**config.mk**
```make
export PLATFORM = sky130hd
export DESIGN_NAME = display_scan
export DESIGN_NICKNAME = d
export VERILOG_FILES = /design/src/rtl/display_scan.sv
export SDC_FILE = /design/constraint.sdc
export NUM_CORES = 1
export LEC_CHECK = 0
export ABC_AREA = 0
export BUFFER_PORTS_ARGS = -buffer_cell sky130_fd_sc_hd__buf_2
export CAP_MARGIN = 5
export CORE_MARGIN = 2
export CORE_UTILIZATION = 55
export CTS_BUF_LIST = sky130_fd_sc_hd__clkbuf_4
export DETAILED_ROUTE_END_ITERATION = 6
export PLACE_DENSITY = 0.81
export SLEW_MARGIN = 20
export SYNTH_ARGS = -nofsm -noshare
export SYNTH_HDL_FRONTEND = slang
export SYNTH_SLANG_ARGS = --single-unit
```
**constraint.sdc**
```tcl
create_clock -name clk -period 8 [get_ports clk]
set_input_delay 0.4 -clock clk [delete_from_list [all_inputs] [get_ports clk]]
set_output_delay 0.4 -clock clk [all_outputs]
set_load 0.01 [all_outputs]
```
**src/rtl/display_scan.sv**
```systemverilog
// Six-digit multiplexed clock display: slot prescaler, digit scan, per-frame snapshot, 7-seg encode.
// Optional field blinking is compiled in with `define DISPLAY_BLINK_EN.
module display_scan #(
  parameter int SCAN_DIV     = 1000,
  parameter int BLINK_FRAMES = 64
) (
  input  logic       clk,
  input  logic       res,
  input  logic [6:0] h,
  input  logic [6:0] m,
  input  logic [6:0] s,
  input  logic       alarm_on,
  input  logic       blink_h,
  input  logic       blink_m,
  output logic [5:0] an,
  output logic [6:0] seg,
  output logic       dp,
  output logic       frame_tick
);

  localparam logic [15:0] PRESC_MAX = 16'(SCAN_DIV - 1);
  localparam logic [6:0]  SEG_DASH  = 7'b1000000;

  function automatic logic [6:0] seg7(input logic [3:0] d);
    case (d)
      4'd0:    return 7'b0111111;
      4'd1:    return 7'b0000110;
      4'd2:    return 7'b1011011;
      4'd3:    return 7'b1001111;
      4'd4:    return 7'b1100110;
      4'd5:    return 7'b1101101;
      4'd6:    return 7'b1111101;
      4'd7:    return 7'b0000111;
      4'd8:    return 7'b1111111;
      4'd9:    return 7'b1101111;
      default: return 7'b0000000;
    endcase
  endfunction

  logic [15:0] presc, presc_nx;
  logic [2:0]  idx, idx_nx;
  logic        prime, bnd, frame;
  logic [6:0]  snap_h, snap_m, snap_s;
  logic [6:0]  nh, nm, ns, fld;
  logic [3:0]  dig;
  logic        dash, hide;

  // Outputs are registered from the next-cycle scan position so an/seg/dp
  // all switch on the same edge. After reset, a lead-in slot 0 shows the
  // cleared snapshot; its boundary is treated as the first frame start.
  always_comb begin
    bnd      = (presc == PRESC_MAX);
    frame    = bnd && ((idx == 3'd5) || prime);
    presc_nx = bnd ? 16'd0 : presc + 16'd1;
    idx_nx   = idx;
    if (frame)    idx_nx = 3'd0;
    else if (bnd) idx_nx = idx + 3'd1;
    nh = frame ? h : snap_h;
    nm = frame ? m : snap_m;
    ns = frame ? s : snap_s;
    case (idx_nx)
      3'd0, 3'd1: fld = ns;
      3'd2, 3'd3: fld = nm;
      default:    fld = nh;
    endcase
    dash = (fld > 7'd99);
    dig  = idx_nx[0] ? 4'(fld / 7'd10) : 4'(fld % 7'd10);
  end

`ifdef DISPLAY_BLINK_EN
  logic [7:0] fcnt, fcnt_nx;
  logic       phase, phase_nx;

  // phase=1 is the hidden half; the lead-in frame start is not counted.
  always_comb begin
    fcnt_nx  = fcnt;
    phase_nx = phase;
    if (frame && !prime) begin
      if (fcnt == 8'(BLINK_FRAMES - 1)) begin
        fcnt_nx  = 8'd0;
        phase_nx = ~phase;
      end else begin
        fcnt_nx = fcnt + 8'd1;
      end
    end
    hide = phase_nx && ((blink_h && (idx_nx >= 3'd4)) ||
                        (blink_m && ((idx_nx == 3'd2) || (idx_nx == 3'd3))));
  end

  always_ff @(posedge clk or negedge res) begin
    if (!res) begin
      fcnt  <= 8'd0;
      phase <= 1'b0;
    end else begin
      fcnt  <= fcnt_nx;
      phase <= phase_nx;
    end
  end
`else
  logic unused_blink;
  assign unused_blink = blink_h ^ blink_m ^ (BLINK_FRAMES != 0);
  assign hide = 1'b0;
`endif

  always_ff @(posedge clk or negedge res) begin
    if (!res) begin
      presc      <= 16'd0;
      idx        <= 3'd0;
      prime      <= 1'b1;
      snap_h     <= 7'd0;
      snap_m     <= 7'd0;
      snap_s     <= 7'd0;
      an         <= 6'b111111;
      seg        <= 7'd0;
      dp         <= 1'b0;
      frame_tick <= 1'b0;
    end else begin
      presc <= presc_nx;
      idx   <= idx_nx;
      if (frame) begin
        prime  <= 1'b0;
        snap_h <= h;
        snap_m <= m;
        snap_s <= s;
      end
      an         <= ((presc_nx == 16'd0) || hide) ? 6'b111111 : ~(6'b000001 << idx_nx);
      seg        <= dash ? SEG_DASH : seg7(dig);
      dp         <= (idx_nx == 3'd2) || (idx_nx == 3'd4) || ((idx_nx == 3'd0) && alarm_on);
      frame_tick <= frame;
    end
  end

endmodule
```
==> out/metrics.cfg <==
[detailed_routing]
drc=0
drt-total-wl_um=7310
route.antenna.remaining_nets=0
routedWlPerCell_um=16.3
drtPass1Iterations=4
via_count=2737
via_per_inst=6.10
drtIter0Drc=112

[cells_and_area]
finalNetCount=405
area_delta_synth_final_pct=9.26
n_antenna_cell=0
stdcell_area_mm2=0.00393
drive_gt1_share_pct=30.9

[yosys]
postSynthAreaPerCell_um2=10.6
ys_seq_area_share_pct=39.2
ys.flop_type=dfrtp_1
ys_seq_elements=56
async_flop_share_pct=100
ys_types=65
synth_enable_flop_cells=0
synthCells=338
syn_nets=372
syn_area_mm2=0.00360
synth_warnings=0

[timing]
fmax_mhz=177
period_minus_slack_ns=5.64
drv_slew=0
tightest_slew_ns=1.13
maxSlewHeadroom_pct=24.9
finalSetupViolations=0
rsz0062_at_grt=false
period_share_pct=70.5
worst_clock_skew_ns=0.0283
tns_ns=0
timing_hold_violations_final=0

[floorplanning]
core_mm2=0.00635
dieWidth_um=84.9
ios=41
initial_core_util_pct=56.6
rows=29
dieHeight_um=84.9
dieArea_mm2=0.00720

[global_route]
overflow=0
grt_pass1_wl_um=12200
track_usage_pct=20.6
grt_pass1_vias=2626
antenna_found_initial=0
grt_start_max_net_pins=57

[clocking]
cts_root_buf=clkbuf_4
cts_sinks=56
htree_levels=2
worst_setup_hold_path_clk_slew_ns=0.17
cts_setup_buffers=0
clockBufferDepth=2
cts_buffers=5
cts_tree=done
hold_buffers=0
worst_skew_pair.late_latency_ns=0.40
cts.repair.resized=0

[placed_design]
routabilityCongestion=0.911
place_area_mm2=0.00382
dp_hpwl_um=5270
port_buffers=38

[worst_setup_path]
worstSetupEndpointType=register
worstPathRequired_ns=8.33
worstPathArrival_ns=5.97
crit_fanout=17
critPathKind=register to register
start_kind=register

[pwr]
vdd_drop_max_v=0.000112
leakagePower_nw=1.81
p_per_area_mw_per_mm2=124

[min_path]
hp-class=primary input to async pin

[outcome]
status=completed

[flow_run]
maxCapViolCount=0

[cells by family (layout without fill, tap and decap cells)]
logic type	after synthesis	after routing	synth area share [%]
flops	56	56	39.2
fa+ha+maj	8	8	2.78
xor+xnor	19	19	4.63
simple gates	111	111	17.8
compound gates	62	62	13.5
mux	59	59	19.1
buf+inv	23	57	2.99
[report_power, final]
group	internal, W	switching, W
Sequential	0.000284	0.0000000762
Clock	0.0000984	0.0000910
Combinational	0.00000484	0.00000774
Total	0.000387	0.0000988
[Yosys cell counts (4+ instances only)]
cell type	n	area share, %
nand2_1	20	2.1
nor2_1	29	3.0
a31oi_1	6	1.0
and3_1	5	0.87
nand3_1	17	2.4
a211oi_1	11	2.3
nor3_1	5	0.70
mux2_2	30	9.4
xor2_1	9	2.2
clkbuf_1	7	0.73
mux2i_1	23	6.4
or3_1	4	0.70
dfrtp_1	49	34
a21oi_2	4	0.97
o21ai_0	9	1.3
ha_1	8	2.8
a21oi_1	7	0.97
dfstp_2	7	5.1
xnor2_1	10	2.4
inv_1	10	1.0
[cell type report]
type / instances / area, µm²
clock inverter: 3 / 68.8
inverter: 10 / 37.5
multi-input combinational: 259 / 2080
fill: 538 / 2420
tap: 77 / 96.3
sequential: 56 / 1410
timing repair buffer: 39 / 198
clock buffer: 5 / 37.5
[registers in the layout, summed over array words and instances (netlist names)]
name	cells
an	6
snap_s	7
frame_tick	1
prime	1
seg	7
presc	16
snap_h	7
dp	1
idx	3
snap_m	7
[worst max-delay path, cell delays in order, from the launching register on]
cell and delay, ns:
dfrtp_1 0.44, ha_1 0.22, and3b_1 0.26, and4_1 0.55
nand3_2 0.28, nand2_4 0.30, mux2i_1 0.50, xnor2_1 0.19
o21ai_0 0.09, a211oi_1 0.43, ha_1 0.41, nor2_1 0.10
a22oi_2 0.15, o211ai_2 0.16, xnor2_1 0.18, a21oi_2 0.30
inv_1 0.12, ha_1 0.31, or3_1 0.37, a31oi_1 0.19
[metrics by stage]
step | instances | setup slack (ns) | utilization, % | hold slack, ns | total power (W)
6_report | 449 | 2.36 | 61.9 | 0.107 | 0.000486
5_1_grt | 449 | 1.98 | 61.9 | 0.162 | 0.000504
4_1_cts | 449 | 2.41 | 61.9 | 0.135 | 0.000490
3_5_place_dp | 441 | 2.44 | 60.2 | 0.498 | 0.000302
3_3_place_gp | 441 | 2.61 | 60.2 | 0.482 | 0.000301
2_1_floorplan | 338 | 3.01 | - | 0.104 | 0.000290
[layer usage]
metal  up-vias  GRT usage (%)  share of wire (%)
met5         -              0                  0
met4         0           3.46               0.77
met3         7           3.40                4.3
met2        65           35.4                 49
met1      1353           28.2                 46
li1       1312              -                  -
[cells in the final DEF (no fill, tap or decap), drive strengths merged, types with 12 or more instances in the layout]
cell    instances
buf            39
mux2           30
o21ai          14
nor2           29
dfrtp          49
a211oi         12
mux2i          28
nand2          22
nand3          20
[path summary, 6_finish.rpt]
| check | slack, ns | cells after the start | to | start |
|---|---|---|---|---|
| max in group asynchronous | 7.43 | 2 | snap_s[0]$_DFF_PN0_ | res |
| hold reg to reg | 0.54 | 1 | snap_h[4]$_DFF_PN0_ | snap_h[4]$_DFF_PN0_ |
| setup reg to reg | 2.36 | 19 | seg[3]$_DFF_PN0_ | presc[0]$_DFF_PN0_ |
| setup / recovery | 2.36 | 19 | seg[3]$_DFF_PN0_ | presc[0]$_DFF_PN0_ |
| hold / removal | 0.11 | 2 | snap_m[6]$_DFF_PN0_ | res |
| min in group clk | 0.23 | 2 | snap_m[5]$_DFF_PN0_ | m[5] |
Note: power is estimated with default switching activity, not from simulation.
